File: config.mk
export PLATFORM = sky130hd
export DESIGN_NAME = lbp_interp_pipe_flat
export DESIGN_NICKNAME = d
export VERILOG_FILES = /design/src/rtl/lbp_interp_pipe_if.sv /design/src/rtl/lbp_interp_pipe.sv /design/src/flat_wrapper.sv
export SDC_FILE = /design/constraint.sdc
export NUM_CORES = 2
export LEC_CHECK = 0
export ABC_AREA = 1
export ABC_CLOCK_PERIOD_IN_PS = 19600
export CAP_MARGIN = 20
export CORE_MARGIN = 2
export CORE_UTILIZATION = 57
export DETAILED_ROUTE_END_ITERATION = 16
export PLACE_DENSITY = 0.83
export SKIP_CTS_REPAIR_TIMING = 1
export SKIP_LAST_GASP = 1
export SYNTH_ARGS = -nofsm -noshare
export SYNTH_HDL_FRONTEND = slang
export SYNTH_SLANG_ARGS = --single-unit
export TNS_END_PERCENT = 1
File: constraint.sdc
create_clock -name clk -period 19.6 [get_ports clk]
set_input_delay 1.96 -clock clk [delete_from_list [all_inputs] [get_ports clk]]
set_output_delay 1.96 -clock clk [all_outputs]
set_load 0.01 [all_outputs]
File: src/rtl/lbp_interp_pipe_if.sv
// Sample-bundle handshake between the corner fetch stage, the LBP interpolator
// and the threshold/code stage.
interface lbp_interp_pipe_if #(
  parameter int DW = 8
);
  logic             done_i;
  logic [DW-1:0]    mid_i;
  logic [4*DW-1:0]  axis_i;
  logic [16*DW-1:0] diag_i;
  logic             ready_o;
  logic [8*DW-1:0]  s_o;
  logic [DW-1:0]    mid_o;
  logic             done_o;

  modport master (
    output done_i, mid_i, axis_i, diag_i,
    input  ready_o, s_o, mid_o, done_o
  );

  modport slave (
    input  done_i, mid_i, axis_i, diag_i,
    output ready_o, s_o, mid_o, done_o
  );
endinterface

File: src/rtl/lbp_interp_pipe.sv
// Bilinear interpolator for circular LBP sampling at radius R: axial samples pass
// through, the four diagonal samples are blended from their four corner pixels.
module lbp_interp_pipe #(
  parameter int R      = 2,
  parameter int DW     = 8,
  parameter int WF     = 8,
  parameter int SHARED = 0
) (
  input logic              clk,
  input logic              rst,
  lbp_interp_pipe_if.slave bus
);

  localparam int AW = DW + 2*WF + 2;

  // Fractional part of R/sqrt(2) in units of 2^-WF, rounded, using 1e-8 fixed point.
  function automatic longint calc_f(input int r, input int wf);
    longint fr;
    fr = (longint'(r) * 64'd70710678) % 64'd100000000;
    return (fr * (longint'(1) << wf) + 64'd50000000) / 64'd100000000;
  endfunction

  localparam longint F = calc_f(R, WF);
  localparam longint G = (longint'(1) << WF) - F;
  localparam logic [AW-1:0] W_GG = AW'(G * G);
  localparam logic [AW-1:0] W_FG = AW'(F * G);
  localparam logic [AW-1:0] W_FF = AW'(F * F);
  localparam logic [AW-1:0] RND  = AW'(longint'(1) << (2*WF - 1));

  typedef logic [3:0][AW-1:0] prod_t;

  function automatic prod_t products(input logic [4*DW-1:0] cor);
    prod_t p;
    p[0] = AW'(cor[0    +: DW]) * W_GG;
    p[1] = AW'(cor[DW   +: DW]) * W_FG;
    p[2] = AW'(cor[2*DW +: DW]) * W_FG;
    p[3] = AW'(cor[3*DW +: DW]) * W_FF;
    return p;
  endfunction

  // Weights sum to 2^(2WF), so the rounded quotient always fits in DW bits.
  function automatic logic [DW-1:0] round_sum(input prod_t p);
    logic [AW-1:0] acc;
    acc = p[0] + p[1] + p[2] + p[3] + RND;
    return acc[2*WF +: DW];
  endfunction

  function automatic logic [8*DW-1:0] assemble(input logic [4*DW-1:0] ax,
                                               input logic [3:0][DW-1:0] dg);
    logic [8*DW-1:0] s;
    for (int k = 0; k < 4; k++) begin
      s[2*k*DW +: DW]     = ax[k*DW +: DW];
      s[(2*k+1)*DW +: DW] = dg[k];
    end
    return s;
  endfunction

  logic [8*DW-1:0] s_reg;
  logic [DW-1:0]   mid_reg;
  logic            done_reg;
  logic            ready_reg;

  assign bus.s_o     = s_reg;
  assign bus.mid_o   = mid_reg;
  assign bus.done_o  = done_reg;
  assign bus.ready_o = ready_reg;

  if (SHARED == 0) begin : g_pipe
    logic                in_vld, prod_vld, sum_vld;
    logic [DW-1:0]       in_mid, prod_mid, sum_mid;
    logic [4*DW-1:0]     in_axis, prod_axis, sum_axis;
    logic [16*DW-1:0]    in_diag;
    prod_t               prod [4];
    logic [3:0][DW-1:0]  sum_res;

    assign ready_reg = 1'b1;

    // Capture | products | sum+round | output; data moves every cycle, valids track it.
    always_ff @(posedge clk or posedge rst) begin
      if (rst) begin
        in_vld    <= 1'b0;
        prod_vld  <= 1'b0;
        sum_vld   <= 1'b0;
        in_mid    <= '0;
        prod_mid  <= '0;
        sum_mid   <= '0;
        in_axis   <= '0;
        prod_axis <= '0;
        sum_axis  <= '0;
        in_diag   <= '0;
        for (int k = 0; k < 4; k++) prod[k] <= '0;
        sum_res   <= '0;
        s_reg     <= '0;
        mid_reg   <= '0;
        done_reg  <= 1'b0;
      end else begin
        in_vld   <= bus.done_i;
        prod_vld <= in_vld;
        sum_vld  <= prod_vld;
        done_reg <= sum_vld;
        if (bus.done_i) begin
          in_mid  <= bus.mid_i;
          in_axis <= bus.axis_i;
          in_diag <= bus.diag_i;
        end
        if (in_vld) begin
          prod_mid  <= in_mid;
          prod_axis <= in_axis;
          for (int k = 0; k < 4; k++) prod[k] <= products(in_diag[k*4*DW +: 4*DW]);
        end
        if (prod_vld) begin
          sum_mid  <= prod_mid;
          sum_axis <= prod_axis;
          for (int k = 0; k < 4; k++) sum_res[k] <= round_sum(prod[k]);
        end
        if (sum_vld) begin
          s_reg   <= assemble(sum_axis, sum_res);
          mid_reg <= sum_mid;
        end
      end
    end
  end else begin : g_shared
    typedef enum logic [1:0] {IDLE, RUN, DRAIN} state_t;

    state_t             state;
    logic [1:0]         k;
    logic [DW-1:0]      hold_mid;
    logic [4*DW-1:0]    hold_axis;
    logic [16*DW-1:0]   hold_diag;
    logic               prod_vld;
    logic [1:0]         prod_k;
    prod_t              prod;
    logic [3:0][DW-1:0] res;
    logic               fin;

    // One engine walks the diagonals; fin marks the cycle after the last result lands.
    always_ff @(posedge clk or posedge rst) begin
      if (rst) begin
        state     <= IDLE;
        k         <= 2'd0;
        hold_mid  <= '0;
        hold_axis <= '0;
        hold_diag <= '0;
        prod_vld  <= 1'b0;
        prod_k    <= 2'd0;
        prod      <= '0;
        res       <= '0;
        fin       <= 1'b0;
        s_reg     <= '0;
        mid_reg   <= '0;
        done_reg  <= 1'b0;
        ready_reg <= 1'b1;
      end else begin
        done_reg <= 1'b0;
        prod_vld <= 1'b0;
        fin      <= prod_vld && (prod_k == 2'd3);
        if (prod_vld) res[prod_k] <= round_sum(prod);
        case (state)
          IDLE: begin
            if (bus.done_i) begin
              hold_mid  <= bus.mid_i;
              hold_axis <= bus.axis_i;
              hold_diag <= bus.diag_i;
              k         <= 2'd0;
              ready_reg <= 1'b0;
              state     <= RUN;
            end
          end
          RUN: begin
            prod     <= products(hold_diag[int'(k)*4*DW +: 4*DW]);
            prod_k   <= k;
            prod_vld <= 1'b1;
            k        <= k + 2'd1;
            if (k == 2'd3) state <= DRAIN;
          end
          DRAIN: begin
            if (fin) begin
              s_reg     <= assemble(hold_axis, res);
              mid_reg   <= hold_mid;
              done_reg  <= 1'b1;
              ready_reg <= 1'b1;
              state     <= IDLE;
            end
          end
          default: state <= IDLE;
        endcase
      end
    end
  end

endmodule

File: src/flat_wrapper.sv
// flat-port wrapper written by rule: the top's interface ports become plain ports
module lbp_interp_pipe_flat 
#(
  parameter int R      = 2,
  parameter int DW     = 8,
  parameter int WF     = 8,
  parameter int SHARED = 0
)
  (clk, rst, bus_done_i, bus_mid_i, bus_axis_i, bus_diag_i, bus_ready_o, bus_s_o, bus_mid_o, bus_done_o);
  lbp_interp_pipe_if #(.DW(DW)) bus_i ();
  input logic clk;
  input logic rst;
  input wire logic [$bits(bus_i.done_i)-1:0] bus_done_i;
  input wire logic [$bits(bus_i.mid_i)-1:0] bus_mid_i;
  input wire logic [$bits(bus_i.axis_i)-1:0] bus_axis_i;
  input wire logic [$bits(bus_i.diag_i)-1:0] bus_diag_i;
  output wire logic [$bits(bus_i.ready_o)-1:0] bus_ready_o;
  output wire logic [$bits(bus_i.s_o)-1:0] bus_s_o;
  output wire logic [$bits(bus_i.mid_o)-1:0] bus_mid_o;
  output wire logic [$bits(bus_i.done_o)-1:0] bus_done_o;
  assign bus_i.done_i = bus_done_i;
  assign bus_i.mid_i = bus_mid_i;
  assign bus_i.axis_i = bus_axis_i;
  assign bus_i.diag_i = bus_diag_i;
  assign bus_ready_o = bus_i.ready_o;
  assign bus_s_o = bus_i.s_o;
  assign bus_mid_o = bus_i.mid_o;
  assign bus_done_o = bus_i.done_o;
  lbp_interp_pipe #(.R(R), .DW(DW), .WF(WF), .SHARED(SHARED)) u_core (.clk(clk), .rst(rst), .bus(bus_i));
endmodule
* Yosys cells after proc, flatten, opt, wreduce, memory -nomap -nowiden
Cells that the tools add are included.
** Word-level totals
- Word-level logic and storage cells :: 65
- Bits of input ports :: 171
- Register bits :: 680
- Output and inout bits :: 74
** Operators by class
- $mul :: 16
- Add/subtract/negate cells :: 16
** Operator list (number)
- 8-bit by 12-bit multiplier with 20-bit output (second input constant) :: 12
- 24-bit by 22-bit adder with 24-bit output :: 8
- 23-bit by 22-bit adder with 24-bit output :: 4
- 24-bit by 16-bit adder with 24-bit output (second input constant) :: 4
- 8-bit by 13-bit multiplier with 21-bit output (second input constant) :: 4

* Longest topological paths before layout
- Depth in word-level cells :: 4
- Mapped depth :: 20
- Mapped depth without buffers :: 20

* Worst setup path before layout
OpenSTA, ideal clock, no wires.
- Path kind :: flip-flop to flip-flop
- Start point :: register u_core.g_pipe.in_diag[5]
- End point :: register, netlist name u_core.g_pipe.prod[328]
- Clock period less this slack :: 3890 ps
- Stages on the path, launching flop included :: 19
- Setup slack :: 15710 ps
- Data required time :: 19483 ps
- Data arrival time :: 3773 ps
- Path buffers :: 0
- Setup time :: 117 ps
- Path through :: dfrtp_1 fa_1 inv_1 fa_1 inv_1 fa_1 inv_1 fa_1 inv_1 ha_1 nand2_1 a21oi_1 nor2_1 nand2_2 nand2_1 nand2_1 or2_1 nand3_1 nand2_1
** Between the ends
- Cells in the longest elaborated chain, start to end :: 1
** RTL lines
- from (decl) :: RTL line lbp_interp_pipe.sv:72 : logic [16*DW-1:0] in_diag;
- from (signal assigned) :: RTL line lbp_interp_pipe.sv:104 : in_diag <= bus.diag_i;
- 8-bit by 13-bit multiplier with 21-bit output :: RTL line lbp_interp_pipe.sv:34 : p[0] = AW'(cor[0 +: DW]) * W_GG;
No other way between the ends.
A chain may end at the register's enable or synchronous reset.

* Worst setup path after layout
- Start point :: register u_core.g_pipe.in_diag[6]
- End point :: register, netlist name u_core.g_pipe.prod[327]
** Between the ends
- Cells in the longest elaborated chain, start to end :: 1
** RTL lines (RTL line)
- 8-bit by 13-bit multiplier with 21-bit output :: lbp_interp_pipe.sv:34
No other way between the ends.

==> results_tabular.tex <==
\begin{tabular}{lr}
\hline
Metric & Value \\
\hline
\multicolumn{2}{l}{\textbf{Critical path}} \\
\quad Critical register-to-register path startpoint & u\_core.g\_pipe.in\_diag[6]\$\_DFFE\_PP0P\_ \\
\quad Cell breakdown of the critical path & fa\_1 -> inv\_1 -> fa\_1 -> inv\_1 -> fa\_1 -> inv\_1 -> fa\_1 -> inv\_1 -> ha\_1 -> a21oi\_1 -> nand2\_2 -> nand2\_1 -> nand2\_1 -> or2\_1 -> nand3\_2 -> o21ai\_2 \\
\quad Worst setup path startpoint & u\_core.g\_pipe.in\_diag[6]\$\_DFFE\_PP0P\_ \\
\quad Crit path DAT & 4860 ps \\
\quad CP Capture Type & register \\
\quad Category of the worst setup path launch point & register \\
\quad Worst Setup Path Type & register to register \\
\quad Critical-path maximum fanout & 7 \\
\quad Data required, critical path & 20120 ps \\
\quad CP max-delay cell & sky130\_fd\_sc\_hd\_\_fa\_1 \\
\quad Register-to-Register Path Depth & 16 \\
\quad Reg2Reg Capture Point & u\_core.g\_pipe.prod[327]\$\_DFFE\_PP0P\_ \\
\quad Largest stage delay, worst path & 680 ps \\
\quad Register-to-register path setup slack & 15260 ps \\
\quad Worst setup path end & u\_core.g\_pipe.prod[327]\$\_DFFE\_PP0P\_ \\
\multicolumn{2}{l}{\textbf{Clock tree}} \\
\quad Clock insertion delay at the later pin of the skew report & 680 ps \\
\quad CTS tree & done \\
\quad CTS root buf & sky130\_fd\_sc\_hd\_\_clkbuf\_16 \\
\quad Clock transition at the registers of the reported paths & 60 ps \\
\quad Number of clock sinks & 680 \\
\quad Number of buffers added by the clock tree synthesis step & 83 \\
\quad H-Tree Level Count & 3 \\
\quad Maximum root-to-sink buffer count & 3 \\
\multicolumn{2}{l}{\textbf{Floorplan}} \\
\quad Die height & 337.4 µm \\
\quad Placeable core region & 0.1105 mm² \\
\quad Total die area & 0.1139 mm² \\
\quad Number of ports placed on the die boundary & 245 \\
\quad Die Span X & 337.4 µm \\
\quad Initial cell density of the core & 57.34\% \\
\quad Placement row count & 122 \\
\multicolumn{2}{l}{\textbf{Final layout}} \\
\quad Fillers & 9229 \\
\quad NumNets Final & 9271 \\
\quad Share of cells above drive strength 1 & 4.843\% \\
\quad Final Cell Area & 0.07016 mm² \\
\quad Synthesis-to-finish area growth & 10.71\% \\
\multicolumn{2}{l}{\textbf{Global routing}} \\
\quad Number of antenna violations at the first check in global routing & 6 \\
\quad Aggregate global-route resource usage & 27.14\% \\
\quad Pin count of the biggest net entering global routing & 219 \\
\quad Gr busiest metal & met2 \\
\quad Via count of the first global-routing pass & 50050 \\
\quad Met3 track demand over resource & 3.356\% \\
\quad Global-route track usage on met2 & 45.29\% \\
\quad First-pass GRT wire length & 250400 µm \\
\quad Overflow left after global routing & 0 \\
\quad Global routing met1 resource utilization & 37.12\% \\
\multicolumn{2}{l}{\textbf{Yosys}} \\
\quad Number of synthesized flops with an enable pin & 0 \\
\quad Post-synthesis compound-gate area fraction & 8.795\% \\
\quad Portion of the post-synthesis area used by sequential elements & 26.85\% \\
\quad Warnings from Yosys & 0 \\
\quad Synth Area in Simple Gates & 16.14\% \\
\quad Cell type contributing the most total cell area after synthesis & sky130\_fd\_sc\_hd\_\_dfrtp\_1 \\
\quad Share of flip-flops with an asynchronous set or reset & 100.0\% \\
\quad Mapped Cells & 7431 \\
\quad Share of Yosys cell area claimed by the top area cell type & 26.85\% \\
\quad Syn Nets & 9064 \\
\quad Share of the synthesized netlist area taken by xor and xnor gates & 1.161\% \\
\quad Area of the mapped netlist & 0.06337 mm² \\
\quad Syn\_area\_per\_cell & 8.528 µm² \\
\quad Flip-flop and latch count after synthesis & 680 \\
\quad Main synth FF type & sky130\_fd\_sc\_hd\_\_dfrtp\_1 \\
\quad Synth cell types & 43 \\
\quad Combinational family with the most area after synthesis & adder cells \\
\quad Share of synthesized area spent on multiplexers & 1.617\% \\
\quad Adder-cell area share of the yosys netlist & 35.43\% \\
\quad Synth top area cells & sky130\_fd\_sc\_hd\_\_dfrtp\_1 27\%, sky130\_fd\_sc\_hd\_\_ha\_1 18\%, sky130\_fd\_sc\_hd\_\_fa\_1 18\%, sky130\_fd\_sc\_hd\_\_inv\_1 9.0\%, sky130\_fd\_sc\_hd\_\_nand2\_1 8.7\% \\
\multicolumn{2}{l}{\textbf{Routing}} \\
\quad Wire length per cell & 16.36 µm \\
\quad Antenna Nets Post-Route & 0 \\
\quad Number of DRC violations after detailed-routing iteration 0 & 2833 \\
\quad Total number of vias & 48650 \\
\quad Pre-Repair DR Iteration Count & 8 \\
\quad Vias per cell & 5.292 \\
\quad Drc violations & 0 \\
\quad Routed wire length & 150500 µm \\
\multicolumn{2}{l}{\textbf{Placement}} \\
\quad Instance area at placement & 0.06720 mm² \\
\quad Estimated wirelength of the detail-placed design & 120200 µm \\
\quad Number of buffers added on ports & 243 \\
\quad Final weighted congestion in routability-driven placement & 0.9293 \\
\multicolumn{2}{l}{\textbf{STA}} \\
\quad Final hold slack & 473.5 ps \\
\quad Measured slew at the worst slew-check pin & 1038 ps \\
\quad Worst slew margin & 30.81\% \\
\quad Setup violation total in the final timing report & 0 \\
\quad Layout Skew & 29.94 ps \\
\quad Timing-limited maximum frequency & 230.6 MHz \\
\quad Post-route clock period utilization & 22.13\% \\
\quad Final count of hold timing violations & 0 \\
\quad Post-layout min period & 4337 ps \\
\quad Final TNS setup & 0 ps \\
\quad Final max-slew violation count & 0 \\
\quad Unrepaired setup endpoints after global routing & no \\
\multicolumn{2}{l}{\textbf{Hold path}} \\
\quad Worst min-delay path category & register to register \\
\quad Hold Path Depth & 2 \\
\multicolumn{2}{l}{\textbf{Outcome}} \\
\quad Result of the run & finished clean \\
\multicolumn{2}{l}{\textbf{Run}} \\
\quad Number of violations of the max-capacitance limit & 0 \\
\hline
\end{tabular}
## placed cells by master (no fill, tap or decap), types with 242 or more instances in the layout
cell / instances
sky130_fd_sc_hd__nor2_1: 385
sky130_fd_sc_hd__a21oi_1: 329
sky130_fd_sc_hd__dfrtp_1: 677
sky130_fd_sc_hd__nand3_1: 340
sky130_fd_sc_hd__ha_1: 908
sky130_fd_sc_hd__o21ai_0: 425
sky130_fd_sc_hd__fa_1: 554
sky130_fd_sc_hd__clkdlybuf4s50_1: 242
sky130_fd_sc_hd__inv_1: 1511
sky130_fd_sc_hd__nand2_1: 1477
## stage by stage
stage                     setup WS [ps]  utilization (%)  cells
after floorplan                    8338                -   7431
after global placement            14760            60.81   9040
after detailed placement          14710            60.81   9040
after CTS                         15280            63.45   9189
after global routing              15030            63.49   9193
final                             15260            63.49   9194
## metal layers
metal	share of wire, %	vias up
met5	0.023	-
met2	47	1086
li1	-	23910
met4	2.9	6
met1	45	23420
met3	4.8	231
## layout make-up
cell class / count / area (µm²) / share of cell area, %
Clock buffer: 109 / 2345 / 3.342
Timing Repair Buffer: 260 / 2610 / 3.720
Antenna cell: 4 / 10.01 / 0.01427
Multi-Input combinational cell: 5095 / 40020 / 57.04
Clock inverter: 40 / 579.3 / 0.8257
Tap cell: 1488 / 1862 / 2.654
Sequential cell: 680 / 17030 / 24.27
Inverter: 1518 / 5709 / 8.137
## critical path: cells and delay by family (launching register included)
kind,cells,cell delay [ps]
buf+inv,4,260
compound gates,2,370
simple gates,5,540
flops,1,520
fa+ha+maj,5,2480
## how the worst min path moves through the flow
stage | startpoint | slack [ps] | end
5_1_grt | u_core.g_pipe.sum_res[15]$_DFFE_PP0P_ | 500 | u_core.g_pipe.sum_res[15]$_DFFE_PP0P_
3_3_place_gp | u_core.g_pipe.sum_res[30]$_DFFE_PP0P_ | 460 | u_core.g_pipe.sum_res[30]$_DFFE_PP0P_
6_report | u_core.g_pipe.prod_axis[27]$_DFFE_PP0P_ | 470 | u_core.g_pipe.sum_axis[27]$_DFFE_PP0P_
3_5_place_dp | u_core.g_pipe.sum_res[16]$_DFFE_PP0P_ | 470 | u_core.g_pipe.sum_res[16]$_DFFE_PP0P_
4_1_cts | u_core.g_pipe.prod_axis[27]$_DFFE_PP0P_ | 480 | u_core.g_pipe.sum_axis[27]$_DFFE_PP0P_
2_1_floorplan | u_core.g_pipe.prod_vld$_DFF_PP0_ | 350 | u_core.g_pipe.sum_vld$_DFF_PP0_
## logic make-up (layout without fill, tap and decap cells)
family | Yosys count | in the layout
and+or+nand+nor | 2442 | 2442
xor gates and xnor gates | 84 | 84
buffers and inverters | 1656 | 1927
DFF | 680 | 680
muxes | 91 | 91
other | 1 | 5
AOI/OAI and AO/OA | 1015 | 1015
adders and majority gates | 1462 | 1462
## synthesized netlist by cell type (2+ instances only)
library cell	count
sky130_fd_sc_hd__ha_1	908
sky130_fd_sc_hd__buf_2	64
sky130_fd_sc_hd__mux2_2	91
sky130_fd_sc_hd__a21boi_1	4
sky130_fd_sc_hd__inv_2	5
sky130_fd_sc_hd__nand3_1	340
sky130_fd_sc_hd__dfrtp_1	680
sky130_fd_sc_hd__a21o_1	32
sky130_fd_sc_hd__nor2_2	5
sky130_fd_sc_hd__nand4_1	52
sky130_fd_sc_hd__xnor2_1	51
sky130_fd_sc_hd__nand2_4	14
sky130_fd_sc_hd__inv_1	1513
sky130_fd_sc_hd__o21ai_1	31
sky130_fd_sc_hd__buf_4	9
sky130_fd_sc_hd__nand2_1	1477
sky130_fd_sc_hd__o22ai_1	49
sky130_fd_sc_hd__fa_1	554
sky130_fd_sc_hd__a21boi_0	2
sky130_fd_sc_hd__a31oi_1	50
sky130_fd_sc_hd__nor3_1	51
sky130_fd_sc_hd__nor2_1	385
sky130_fd_sc_hd__a21oi_1	329
sky130_fd_sc_hd__or2_2	6
sky130_fd_sc_hd__a211oi_1	5
sky130_fd_sc_hd__o21bai_1	48
sky130_fd_sc_hd__o21ai_0	425
sky130_fd_sc_hd__clkbuf_1	52
sky130_fd_sc_hd__nand2_2	54
sky130_fd_sc_hd__a21oi_2	12
sky130_fd_sc_hd__o21ai_2	22
sky130_fd_sc_hd__buf_1	12
sky130_fd_sc_hd__or2_1	25
sky130_fd_sc_hd__xor2_1	33
sky130_fd_sc_hd__o211ai_1	5
sky130_fd_sc_hd__nand3b_1	23
sky130_fd_sc_hd__and2_1	7
## flip-flops by register name, summed over array words and instances (netlist names), 8 cells and up
register,cells
u_core.g_pipe.prod,324
u_core.g_pipe.sum_res,32
u_core.g_pipe.sum_mid,8
u_core.g_pipe.sum_axis,32
u_core.bus.mid_o,8
u_core.g_pipe.in_mid,8
u_core.g_pipe.in_axis,32
u_core.g_pipe.prod_mid,8
u_core.bus.s_o,64
u_core.g_pipe.in_diag,128
u_core.g_pipe.prod_axis,32
Power is left out: the tool's default activity adds up to more than one toggle a clock period on the data nets, which glitch-free logic cannot reach.
